<file path="config.mk">
export PLATFORM = sky130hd
export DESIGN_NAME = conv_window_addr_gen_flat
export DESIGN_NICKNAME = d
export VERILOG_FILES = /design/src/rtl/conv_window_addr_gen_if.sv /design/src/rtl/conv_window_addr_gen.sv /design/src/flat_wrapper.sv
export SDC_FILE = /design/constraint.sdc
export NUM_CORES = 1
export LEC_CHECK = 0
export ABC_CLOCK_PERIOD_IN_PS = 3850
export CAP_MARGIN = 0
export CELL_PAD_IN_SITES_DETAIL_PLACEMENT = 0
export CELL_PAD_IN_SITES_GLOBAL_PLACEMENT = 1
export CORE_UTILIZATION = 45
export DETAILED_ROUTE_END_ITERATION = 6
export DONT_BUFFER_PORTS = 1
export PLACE_DENSITY_LB_ADDON = 0.1
export SYNTH_ARGS = -nofsm -noshare
export SYNTH_HDL_FRONTEND = slang
export SYNTH_SLANG_ARGS = --single-unit
</file>
<file path="constraint.sdc">
create_clock -name clk -period 3.85 [get_ports clk]
set_input_delay 0.77 -clock clk [delete_from_list [all_inputs] [get_ports clk]]
set_output_delay 0.77 -clock clk [all_outputs]
set_load 0.1 [all_outputs]
</file>
<file path="src/rtl/conv_window_addr_gen_if.sv">
// -----------------------------------------------------------------------------
// conv_window_addr_gen_if
// Address stream between the window address generator and the pixel-memory
// read port. The generator drives the master side and the memory reader
// consumes it through the slave side.
//
// Signals:
//   addr_valid  master -> slave  address is valid this cycle
//   address     master -> slave  pixel-memory read address (ADDR_SIZE bits)
//   win_last    master -> slave  address is the last tap of its window
//   ready_in    slave -> master  consumer accepts the current address
// -----------------------------------------------------------------------------
interface conv_window_addr_gen_if #(
  parameter int ADDR_SIZE = 8
);

  logic                 addr_valid;
  logic [ADDR_SIZE-1:0] address;
  logic                 win_last;
  logic                 ready_in;

  modport master (
    output addr_valid,
    output address,
    output win_last,
    input  ready_in
  );

  modport slave (
    input  addr_valid,
    input  address,
    input  win_last,
    output ready_in
  );

endinterface

</file>
<file path="src/rtl/conv_window_addr_gen.sv">
// -----------------------------------------------------------------------------
// conv_window_addr_gen
// Walks a KERNEL_SIZE x KERNEL_SIZE window across an IMG_W x IMG_H row-major
// image with step STRIDE. One pixel address is emitted per kernel tap over a
// valid/ready handshake. Scan order is kc (fastest), kr, ox, oy. frame_done
// pulses for one cycle after the final tap has been accepted.
//
// Ports:
//   clk         rising-edge clock
//   rst         synchronous active-low reset
//   start       one-cycle frame request, honoured only while idle
//   base_addr   (only with CONV_ADDR_BASE_OFFSET_EN) offset added to every
//               address, sampled on the start cycle
//   frame_done  one-cycle pulse at the end of a frame
//   busy        high while a frame is running or finishing
//   bus         address stream (master side): addr_valid, address,
//               win_last out; ready_in in
//
// Optional feature macro: CONV_ADDR_BASE_OFFSET_EN
// -----------------------------------------------------------------------------
module conv_window_addr_gen #(
  parameter int IMG_W       = 16,
  parameter int IMG_H       = 16,
  parameter int KERNEL_SIZE = 3,
  parameter int STRIDE      = 1,
  parameter int ADDR_SIZE   = 8
) (
  input  logic                   clk,
  input  logic                   rst,
  input  logic                   start,
`ifdef CONV_ADDR_BASE_OFFSET_EN
  input  logic [ADDR_SIZE-1:0]   base_addr,
`endif
  output logic                   frame_done,
  output logic                   busy,
  conv_window_addr_gen_if.master bus
);

  localparam int OUT_W = (IMG_W - KERNEL_SIZE) / STRIDE + 1;
  localparam int OUT_H = (IMG_H - KERNEL_SIZE) / STRIDE + 1;

  // Counter widths never drop below one bit so degenerate sizes still elaborate.
  localparam int KW = (KERNEL_SIZE > 1) ? $clog2(KERNEL_SIZE) : 1;
  localparam int XW = (OUT_W > 1) ? $clog2(OUT_W) : 1;
  localparam int YW = (OUT_H > 1) ? $clog2(OUT_H) : 1;

  localparam logic [KW-1:0] K_LAST = KW'(KERNEL_SIZE - 1);
  localparam logic [XW-1:0] X_LAST = XW'(OUT_W - 1);
  localparam logic [YW-1:0] Y_LAST = YW'(OUT_H - 1);

  typedef enum logic [1:0] {
    IDLE,
    RUN,
    DONE
  } state_t;

  state_t               state_q, state_d;
  logic [KW-1:0]        kc_q, kc_d;
  logic [KW-1:0]        kr_q, kr_d;
  logic [XW-1:0]        ox_q, ox_d;
  logic [YW-1:0]        oy_q, oy_d;
  logic [ADDR_SIZE-1:0] addr_q, addr_d;
  logic                 win_last_q, win_last_d;
  logic [ADDR_SIZE-1:0] offset_d;

`ifdef CONV_ADDR_BASE_OFFSET_EN
  logic [ADDR_SIZE-1:0] base_q;

  // The offset is taken from base_addr on the accepted start and frozen for
  // the rest of the frame, so the first address already includes it.
  always_comb begin
    offset_d = base_q;
    if (state_q == IDLE && start) begin
      offset_d = base_addr;
    end
  end

  always_ff @(posedge clk) begin
    if (!rst) begin
      base_q <= '0;
    end else begin
      base_q <= offset_d;
    end
  end
`else
  always_comb begin
    offset_d = '0;
  end
`endif

  // Next-state and counter advance. In RUN, addr_valid is always high, so a
  // handshake is simply ready_in. The counters form a mixed-radix odometer;
  // the carry out of oy marks the final tap and ends the frame.
  always_comb begin
    state_d = state_q;
    kc_d    = kc_q;
    kr_d    = kr_q;
    ox_d    = ox_q;
    oy_d    = oy_q;
    unique case (state_q)
      IDLE: begin
        if (start) begin
          state_d = RUN;
          kc_d    = '0;
          kr_d    = '0;
          ox_d    = '0;
          oy_d    = '0;
        end
      end
      RUN: begin
        if (bus.ready_in) begin
          if (kc_q != K_LAST) begin
            kc_d = kc_q + 1'b1;
          end else begin
            kc_d = '0;
            if (kr_q != K_LAST) begin
              kr_d = kr_q + 1'b1;
            end else begin
              kr_d = '0;
              if (ox_q != X_LAST) begin
                ox_d = ox_q + 1'b1;
              end else begin
                ox_d = '0;
                if (oy_q != Y_LAST) begin
                  oy_d = oy_q + 1'b1;
                end else begin
                  oy_d    = '0;
                  state_d = DONE;
                end
              end
            end
          end
        end
      end
      DONE: begin
        state_d = IDLE;
      end
      default: begin
        state_d = IDLE;
      end
    endcase
  end

  // The address is computed from the next counter values so the registered
  // output lines up with the counters on the same edge; with ready_in low
  // the counters hold and so does the address.
  always_comb begin
    addr_d = ADDR_SIZE'((32'(oy_d) * 32'(STRIDE) + 32'(kr_d)) * 32'(IMG_W)
                        + 32'(ox_d) * 32'(STRIDE) + 32'(kc_d)) + offset_d;
    win_last_d = (state_d == RUN) && (kc_d == K_LAST) && (kr_d == K_LAST);
  end

  always_ff @(posedge clk) begin
    if (!rst) begin
      state_q    <= IDLE;
      kc_q       <= '0;
      kr_q       <= '0;
      ox_q       <= '0;
      oy_q       <= '0;
      addr_q     <= '0;
      win_last_q <= 1'b0;
    end else begin
      state_q    <= state_d;
      kc_q       <= kc_d;
      kr_q       <= kr_d;
      ox_q       <= ox_d;
      oy_q       <= oy_d;
      addr_q     <= addr_d;
      win_last_q <= win_last_d;
    end
  end

  assign bus.addr_valid = (state_q == RUN);
  assign bus.address    = addr_q;
  assign bus.win_last   = win_last_q;
  assign frame_done     = (state_q == DONE);
  assign busy           = (state_q != IDLE);

endmodule

</file>
<file path="src/flat_wrapper.sv">
// flat-port wrapper written by rule: the top's interface ports become plain ports
module conv_window_addr_gen_flat 
#(
  parameter int IMG_W       = 16,
  parameter int IMG_H       = 16,
  parameter int KERNEL_SIZE = 3,
  parameter int STRIDE      = 1,
  parameter int ADDR_SIZE   = 8
)
  (clk, rst, start, frame_done, busy, bus_addr_valid, bus_address, bus_win_last, bus_ready_in);
  conv_window_addr_gen_if #(.ADDR_SIZE(ADDR_SIZE)) bus_i ();
  input  logic clk;
  input  logic rst;
  input  logic start;
  output logic frame_done;
  output logic busy;
  output wire logic [$bits(bus_i.addr_valid)-1:0] bus_addr_valid;
  output wire logic [$bits(bus_i.address)-1:0] bus_address;
  output wire logic [$bits(bus_i.win_last)-1:0] bus_win_last;
  input wire logic [$bits(bus_i.ready_in)-1:0] bus_ready_in;
  assign bus_addr_valid = bus_i.addr_valid;
  assign bus_address = bus_i.address;
  assign bus_win_last = bus_i.win_last;
  assign bus_i.ready_in = bus_ready_in;
  conv_window_addr_gen #(.IMG_W(IMG_W), .IMG_H(IMG_H), .KERNEL_SIZE(KERNEL_SIZE), .STRIDE(STRIDE), .ADDR_SIZE(ADDR_SIZE)) u_core (.clk(clk), .rst(rst), .start(start), .frame_done(frame_done), .busy(busy), .bus(bus_i));
endmodule
</file>
# Word level (Yosys, flattened, before mapping)
# Index checks and enable logic that the tools add are counted.
# op_classes
reduce_logical,4
add_sub_neg,7
n_mux,29
eq_ne,9
# ops
op,n
$mux W4,11
$mux W2,13
$pmux W4 S2,2
$pmux W2 S2,3
$add A4 B1 Y4 const B,2
$add A8 B2 Y8,1
$add A8 B4 Y8,1
$ne A4 B4 Y1 const B,2
$eq A2 B2 Y1 const B,3
$add A2 B1 Y2 const B,2
$add A4 B2 Y4,1
$eq A2 B1 Y1 const B,2
$ne A2 B2 Y1 const B,2
$logic_and A1 B1 Y1,2
$logic_not A2 Y1,1
$reduce_bool A2 Y1,1
# word_totals
input_bits,4
out_inout_bits,12
regBits,23
wordCells,56

# Depth between registers and ports, before layout
# Gate-level depths: netlist of the first run.
# depth
ltp_word,10
ltp_mapped,15
mapped_depth_nobuf,14

# Worst setup path before layout of the first run
# No wires, ideal clock.
# synth_timing
path_kind,in2reg
start,in bus_ready_in
end,"reg u_core.addr_q[7], in the netlist u_core.bus.address[7]"
setup_slack_ns,0.489
n_path_buf,0
arrival_ns,3.246
cell_stages,12
setup_time_ns,0.115
required_ns,3.735
path_cell_list,nand3b_1 > nor3b_2 > nand2_1 > mux2_2 > nor2_1 > ha_1 > a21o_1 > a2111oi_2 > xnor2_1 > nor4_2 > or3_1 > and3_1
# synth_between
elab_chain_len,5
word_cells_on_any_way,11
cone_classes,add/sub (3); mux (8)
# synth_lines
item,line,rtl
from (decl),flat_wrapper.sv:20,input wire logic [$bits(bus_i.ready_in)-1:0] bus_ready_in;
$mux W2,conv_window_addr_gen.sv:111,if (bus.ready_in) begin
$pmux W2 S2,conv_window_addr_gen.sv:100,unique case (state_q)
via u_core.kr_d[1],conv_window_addr_gen.sv:59,"logic [KW-1:0] kr_q, kr_d;"
$add A4 B2 Y4,conv_window_addr_gen.sv:148,addr_d = ADDR_SIZE'((32'(oy_d) * 32'(STRIDE) + 32'(kr_d)) * 32'(IMG_W)
$add A8 B4 Y8,conv_window_addr_gen.sv:149,+ 32'(ox_d) * 32'(STRIDE) + 32'(kc_d)) + offset_d;
$add A8 B2 Y8,conv_window_addr_gen.sv:149,
to (signal assigned),conv_window_addr_gen.sv:168,addr_q <= addr_d;
to (decl),conv_window_addr_gen.sv:62,"logic [ADDR_SIZE-1:0] addr_q, addr_d;"
# The timed path passes the listed nets, and every way through them passes these cells.
# A chain may end at the register's enable or synchronous reset.

# Final worst setup path of the first run
# layout_timing
start,reg u_core.ox_q[0]
end,"reg u_core.addr_q[7], in the netlist u_core.bus.address[7]"
# layout_between
elab_chain_len,9
word_cells_on_any_way,16
cone_classes,add/sub (4); eq/ne (1); mux (11)
# layout_lines
item,line,rtl
from (decl),conv_window_addr_gen.sv:60,"logic [XW-1:0] ox_q, ox_d;"
from (signal assigned),conv_window_addr_gen.sv:158,ox_q <= '0;
from (signal assigned),conv_window_addr_gen.sv:166,ox_q <= ox_d;
$ne A4 B4 Y1,conv_window_addr_gen.sv:120,if (ox_q != X_LAST) begin
$mux W4,conv_window_addr_gen.sv:120,
$mux W4,conv_window_addr_gen.sv:116,if (kr_q != K_LAST) begin
$mux W4,conv_window_addr_gen.sv:112,if (kc_q != K_LAST) begin
$mux W4,conv_window_addr_gen.sv:111,
$pmux W4 S2,conv_window_addr_gen.sv:100,
via u_core.oy_d[1],conv_window_addr_gen.sv:61,"logic [YW-1:0] oy_q, oy_d;"
$add A4 B2 Y4,conv_window_addr_gen.sv:148,
$add A8 B4 Y8,conv_window_addr_gen.sv:149,
$add A8 B2 Y8,conv_window_addr_gen.sv:149,
# The timed path passes the listed nets, and every way through them passes these cells.

==> results of run 1 <==
==> flip-flops by register name (all words and copies together), names as in the netlist <==
register,count
u_core.state_q,2
u_core.oy_q,4
u_core.ox_q,4
u_core.bus.win_last,1
u_core.kc_q,2
u_core.bus.address,8
u_core.kr_q,2
==> through the flow <==
step	cells	area, um2	util (%)	hold WS [ps]
after floorplan	151	1350	-	470
after global placement	180	1380	49.2	546
after detailed placement	180	1380	49.2	544
after CTS	184	1410	50.2	561
after global routing	184	1410	50.2	552
final	184	1410	50.2	565
==> layout make-up <==
class	count	area share (%)
flip-flops and latches	23	32.7
clock inverters	1	0.356
repair buffers	2	1.07
clock buffers	3	1.60
multi-input cells	118	59.9
inverters	6	1.60
well taps	31	2.76
==> path summary, 6_finish.rpt <==
| path | startpoint | endpoint | slack, ps | cells past startpoint |
|---|---|---|---|---|
| setup / recovery | u_core.ox_q[0]$_SDFF_PN0_ | u_core.bus.address[7]$_SDFF_PN0_ | 540 | 13 |
| hold / removal | u_core.state_q[1]$_SDFF_PN0_ | u_core.state_q[0]$_SDFF_PN0_ | 570 | 1 |
| setup reg to reg | u_core.ox_q[0]$_SDFF_PN0_ | u_core.bus.address[7]$_SDFF_PN0_ | 540 | 13 |
| hold reg to reg | u_core.state_q[1]$_SDFF_PN0_ | u_core.state_q[0]$_SDFF_PN0_ | 570 | 1 |
==> worst max-delay path, cell delays in order (launching register included) <==
cell and delay (ps):
dfxtp_1 450, ha_1 230, and3_1 290, nand4_1 190, nor3_1 200, a21oi_1 60, nor2_1 230, ha_1 280
a21o_1 180, a2111oi_2 320, xnor2_1 180, nor4_2 70, or3_1 370, and3_1 160
==> per-layer routing <==
layer  track usage (%)  wire length (um)  vias to the layer above
met3              2.76                86                        2
li1                  -                 -                      538
met1              26.1              1390                      510
met2              29.1              1230                       13
met5                 0                 0                        -
met4              7.32                23                        0
==> cells by family after synthesis <==
family | after synthesis
simple gates | 74
flops | 23
fa+ha+maj | 10
compound gates | 26
mux | 2
xor+xnor | 6
buf+inv | 10
==> placed cells by master, fill, tap and decap left out, types with 2 or more instances in the layout <==
cell,Yosys,routed
a21oi_1,11,11
ha_1,8,8
nor2b_1,3,2
nand2_1,7,7
nor3_1,6,6
a41oi_1,2,2
o21ai_0,2,2
nand3_1,3,3
and3_1,6,6
dfxtp_1,23,23
inv_1,6,6
buf_4,0,2
nor2_1,12,12
or3_1,2,2
a21o_1,2,2
nand4_1,3,3
and2_1,17,17
o21ai_2,2,2
fa_1,2,2
xnor2_1,5,5
nor3b_1,2,2
clkbuf_4,0,3
==> power by group through the flow <==
stage,Combinational (mW),Clock [mW],Sequential (mW)
2_1_floorplan,0.0255,0,0.250
3_3_place_gp,0.0268,0,0.251
3_5_place_dp,0.0268,0,0.251
4_1_cts,0.0268,0.119,0.246
5_1_grt,0.0288,0.130,0.246
6_report,0.0268,0.114,0.246
==> impl_metrics.py, run 1 <==
metrics = {
    "power": {
        "pwr-share-comb_pct": 6.9,
        "power.share.switching_pct": 26.2,
        "p_total_mw": 0.387,
        "seqPwrFrac_pct": 63.6,
        "p_int_mw": 0.285,
        "power_frac_clock_pct": 29.5,
        "switchingPower_mw": 0.101,
        "max-vdd-ir-drop_v": 0.000156,
        "cellLeakagePower_nw": 0.562,
        "power.density_mw_per_mm2": 275,
    },
    "placed_design": {
        "dpl.hpwl_um": 2040,
        "port_buffers": 0,
        "dp_slack_ps": 288,
        "globalplace.congestion": 0.757,
    },
    "grt": {
        "grt_pass1_vias": 1005,
        "grt_pass1_wl_um": 4690,
        "track_usage_pct": 18.7,
        "gr-total-overflow": 0,
        "grt_max_degree": 23,
        "antenna_found_initial": 0,
    },
    "die": {
        "die_area_mm2": 0.00323,
        "io_pins": 16,
        "rows": 19,
        "core-area_mm2": 0.00281,
        "initial_core_util_pct": 48.2,
        "die_w_um": 56.8,
        "die_y_um": 56.8,
    },
    "yosys": {
        "yosysWarnings": 0,
        "synthSimpleGateAreaFrac_pct": 33.3,
        "synth_edf_count": 0,
        "syn_area_mm2": 0.00135,
        "synthMuxAreaShare_pct": 1.57,
        "synth.top_cell.area_share_pct": 34.1,
        "yosysMostFrequentCell": "dfxtp_1",
        "synth_seq_cells": 23,
        "seq_area_frac_synth_pct": 34.1,
        "synth.distinct_cells": 46,
        "syn_inst": 151,
        "synth_compound_area_share_pct": 13.1,
        "yosys.area_share.adder_pct": 10.4,
        "synth_common_cells": "23 x dfxtp_1, 17 x and2_1, 12 x nor2_1, 11 x a21oi_1, 8 x ha_1",
        "synth_xor_area_share_pct": 3.89,
        "synth_top_family_by_area": "simple AND/OR/NAND/NOR gates",
        "ys_top_cells_by_area": "dfxtp_1 34%, and2_1 7.9%, ha_1 7.4%, a21oi_1 4.1%, nor2_1 3.3%",
        "synth-main-ff-cell": "dfxtp_1",
        "ys_async_sr_fraction_pct": 0,
        "syn_avg_cell_area_um2": 8.95,
        "yosysTopAreaCell": "dfxtp_1",
        "syn_nets": 165,
    },
    "finish": {
        "fillCellCount": 284,
        "n_antenna_cell": 0,
        "drive_gt1_share_pct": 11.8,
        "fin_nets": 168,
        "multi_input_area_um2": 843,
        "regArea_um2": 460,
        "area.growth.synth_to_final_pct": 4.17,
    },
    "routing": {
        "drtAntennaViolNets": 0,
        "vias_per_cell": 5.78,
        "route.vias.total": 1063,
        "first_iter_violations": 22,
        "remaining_drc_errors": 4,
        "finalWirelength_um": 2730,
        "first_pass_iters": 6,
        "wl_per_cell_um": 14.8,
    },
    "clock_network": {
        "root_buffer": "clkbuf_4",
        "clk_latency_ps": 310,
        "cts-htree-levels": 1,
        "ctsResizeCount": 0,
        "cts_hold_buf": 0,
        "cts_setup_buffers": 0,
        "cts.path.max_buffers": 2,
        "path_clk_slew_ps": 130,
        "cts.sinks": 23,
        "cts_made_buffers": 3,
        "cts_tree": "yes",
    },
    "sta": {
        "setup_ws_ps": 545,
        "finalSetupViolations": 0,
        "period_minus_slack_ps": 3310,
        "slew_headroom_pct": 29.2,
        "rsz0062_at_grt": "false",
        "worstMarginPinSlew_ps": 1060,
        "finalCritPeriodShare_pct": 85.8,
        "clock_skew_ps": 2.90,
        "hold_violations": 0,
        "tns_ps": 0,
        "slew_violations": 0,
        "fmax_mhz": 303,
    },
    "setup_path": {
        "critPathArrivalTime_ps": 3530,
        "worst-setup-path-type": "reg2reg",
        "cp-end-kind": "flop",
        "required_ps": 4070,
        "cp-start-kind": "flop",
        "timing.critical_path.fanout_max": 6,
    },
    "flow_run": {
        "cap_violations": 0,
    },
    "status": {
        "status": "finished with violations",
        "violations": "design-rule violations",
    },
    "worst_hold_path": {
        "hp-class": "reg2reg",
    },
}
(Power assumes the default switching activity.)
==> run 2, diff against run 1 <==
CELL_PAD_IN_SITES_DETAIL_PLACEMENT = 1   (was 0)
==> impl_metrics.py, run 2 (same netlist as run 1, synthesis figures left out) <==
metrics = {
    "die": {
        "io_pins": 16,
        "rows": 19,
        "core-area_mm2": 0.00281,
        "initial_core_util_pct": 48.2,
        "die_y_um": 56.8,
        "die_area_mm2": 0.00323,
        "die_w_um": 56.8,
    },
    "power": {
        "pwr-share-comb_pct": 7.0,
        "cellLeakagePower_nw": 0.562,
        "seqPwrFrac_pct": 64.0,
        "p_total_mw": 0.384,
        "max-vdd-ir-drop_v": 0.000168,
        "power.density_mw_per_mm2": 273,
        "p_int_mw": 0.285,
        "switchingPower_mw": 0.0984,
        "power_frac_clock_pct": 28.9,
        "power.share.switching_pct": 25.6,
    },
    "grt": {
        "antenna_found_initial": 0,
        "grt_pass1_wl_um": 5130,
        "grtUsageMet3_pct": 2.53,
        "grt_busiest_layer": "met2",
        "grt_max_degree": 23,
        "grt_use_met2_pct": 32.5,
        "grt_pass1_vias": 1127,
        "use_met1_pct": 28.7,
        "gr-total-overflow": 0,
        "track_usage_pct": 20.5,
    },
    "placed_design": {
        "placed_area_mm2": 0.00138,
        "globalplace.congestion": 0.757,
        "dp_cells": 180,
        "port_buffers": 0,
        "dpl.hpwl_um": 2290,
    },
    "sta": {
        "tns_ps": 0,
        "fmax_mhz": 297,
        "worstMarginPinSlew_ps": 1060,
        "finalCritPeriodShare_pct": 87.4,
        "clock_skew_ps": 3.30,
        "rsz0062_at_grt": "false",
        "finalSetupViolations": 0,
        "slew_violations": 0,
        "period_minus_slack_ps": 3360,
        "hold_violations": 0,
        "slew_headroom_pct": 29.3,
    },
    "clock_network": {
        "clk_latency_ps": 310,
        "cts_made_buffers": 3,
        "cts_hold_buf": 0,
        "cts.sinks": 23,
        "path_clk_slew_ps": 130,
        "cts.path.max_buffers": 2,
        "cts-htree-levels": 1,
        "ctsResizeCount": 0,
        "root_buffer": "clkbuf_4",
        "cts_setup_buffers": 0,
        "cts_tree": "yes",
    },
    "routing": {
        "wl_per_cell_um": 15.9,
        "first_pass_iters": 6,
        "route.vias.total": 1081,
        "drtAntennaViolNets": 0,
        "vias_per_cell": 5.88,
        "finalWirelength_um": 2930,
        "remaining_drc_errors": 4,
        "first_iter_violations": 46,
    },
    "setup_path": {
        "critPathArrivalTime_ps": 3580,
        "worst-setup-path-type": "reg2reg",
        "reg2reg_depth": 13,
        "cp-end-kind": "flop",
        "timing.critical_path.fanout_max": 6,
        "required_ps": 4070,
        "cp-start-kind": "flop",
    },
    "worst_hold_path": {
        "hp-class": "reg2reg",
        "worstHoldPathCells": 1,
    },
    "finish": {
        "fin_nets": 168,
        "n_antenna_cell": 0,
        "fin_cells": 184,
        "area.growth.synth_to_final_pct": 4.17,
        "final_cell_mix": "23 x dfxtp_1, 17 x and2_1, 12 x nor2_1, 11 x a21oi_1, 8 x ha_1",
        "final_util_pct": 50.2,
        "final_common_cell": "dfxtp_1",
        "fillCellCount": 354,
        "final_area_mm2": 0.00141,
        "drive_gt1_share_pct": 11.8,
        "largest_register_ff_count": 8,
    },
    "status": {
        "status": "finished with violations",
        "violations": "design-rule violations",
    },
    "flow_run": {
        "cap_violations": 0,
    },
}
## run 2: cell counts in the layout (fill, tap and decap cells not counted)
Identical to the previous run, type by type.
## run 2: stage by stage
| step | worst slack (ps) | hold WS, ps |
|---|---|---|
| after floorplan | 489 | 470 |
| after global placement | 355 | 546 |
| after detailed placement | 257 | 551 |
| after CTS | 479 | 565 |
| after global routing | 281 | 548 |
| final | 487 | 565 |
## run 2: critical path: stages, from the launching register on
cell and delay, ps:
dfxtp_1 450, ha_1 220, and3_1 300, nand4_1 220, nor3_1 220, a21oi_1 70, nor2_1 220, ha_1 280
a21o_1 180, a2111oi_2 330, xnor2_1 180, nor4_2 70, or3_1 370, and3_1 160
## run 2: area by class of cell
class / instances / area (um2) / area share [%]
Timing Repair Buffer: 2 / 15.0 / 1.07
Clock inverter: 1 / 5.00 / 0.356
Tap cell: 31 / 38.8 / 2.76
Sequential cell: 23 / 460 / 32.7
Inverter: 6 / 22.5 / 1.60
Clock buffer: 3 / 22.5 / 1.60
Multi-Input combinational cell: 118 / 843 / 59.9
## run 2: power groups by stage
stage / clock network (mW) / registers [mW] / logic, mW
after global placement: 0 / 0.251 / 0.0268
after detailed placement: 0 / 0.251 / 0.0271
after global routing: 0.128 / 0.246 / 0.0293
final: 0.111 / 0.246 / 0.0270
after floorplan: 0 / 0.250 / 0.0255
after CTS: 0.117 / 0.246 / 0.0271
## run 2: final timing paths
kind	from	slack [ps]	to
setup / recovery	u_core.ox_q[0]$_SDFF_PN0_	490	u_core.bus.address[7]$_SDFF_PN0_
hold / removal	u_core.state_q[1]$_SDFF_PN0_	570	u_core.state_q[0]$_SDFF_PN0_
setup reg to reg	u_core.ox_q[0]$_SDFF_PN0_	490	u_core.bus.address[7]$_SDFF_PN0_
hold reg to reg	u_core.state_q[1]$_SDFF_PN0_	570	u_core.state_q[0]$_SDFF_PN0_
## run 2: metal layers
| layer | vias to the layer above | wire length (um) |
|---|---|---|
| met4 | 0 | 27 |
| met2 | 16 | 1330 |
| li1 | 538 | - |
| met1 | 523 | 1490 |
| met5 | - | 0 |
| met3 | 4 | 83 |
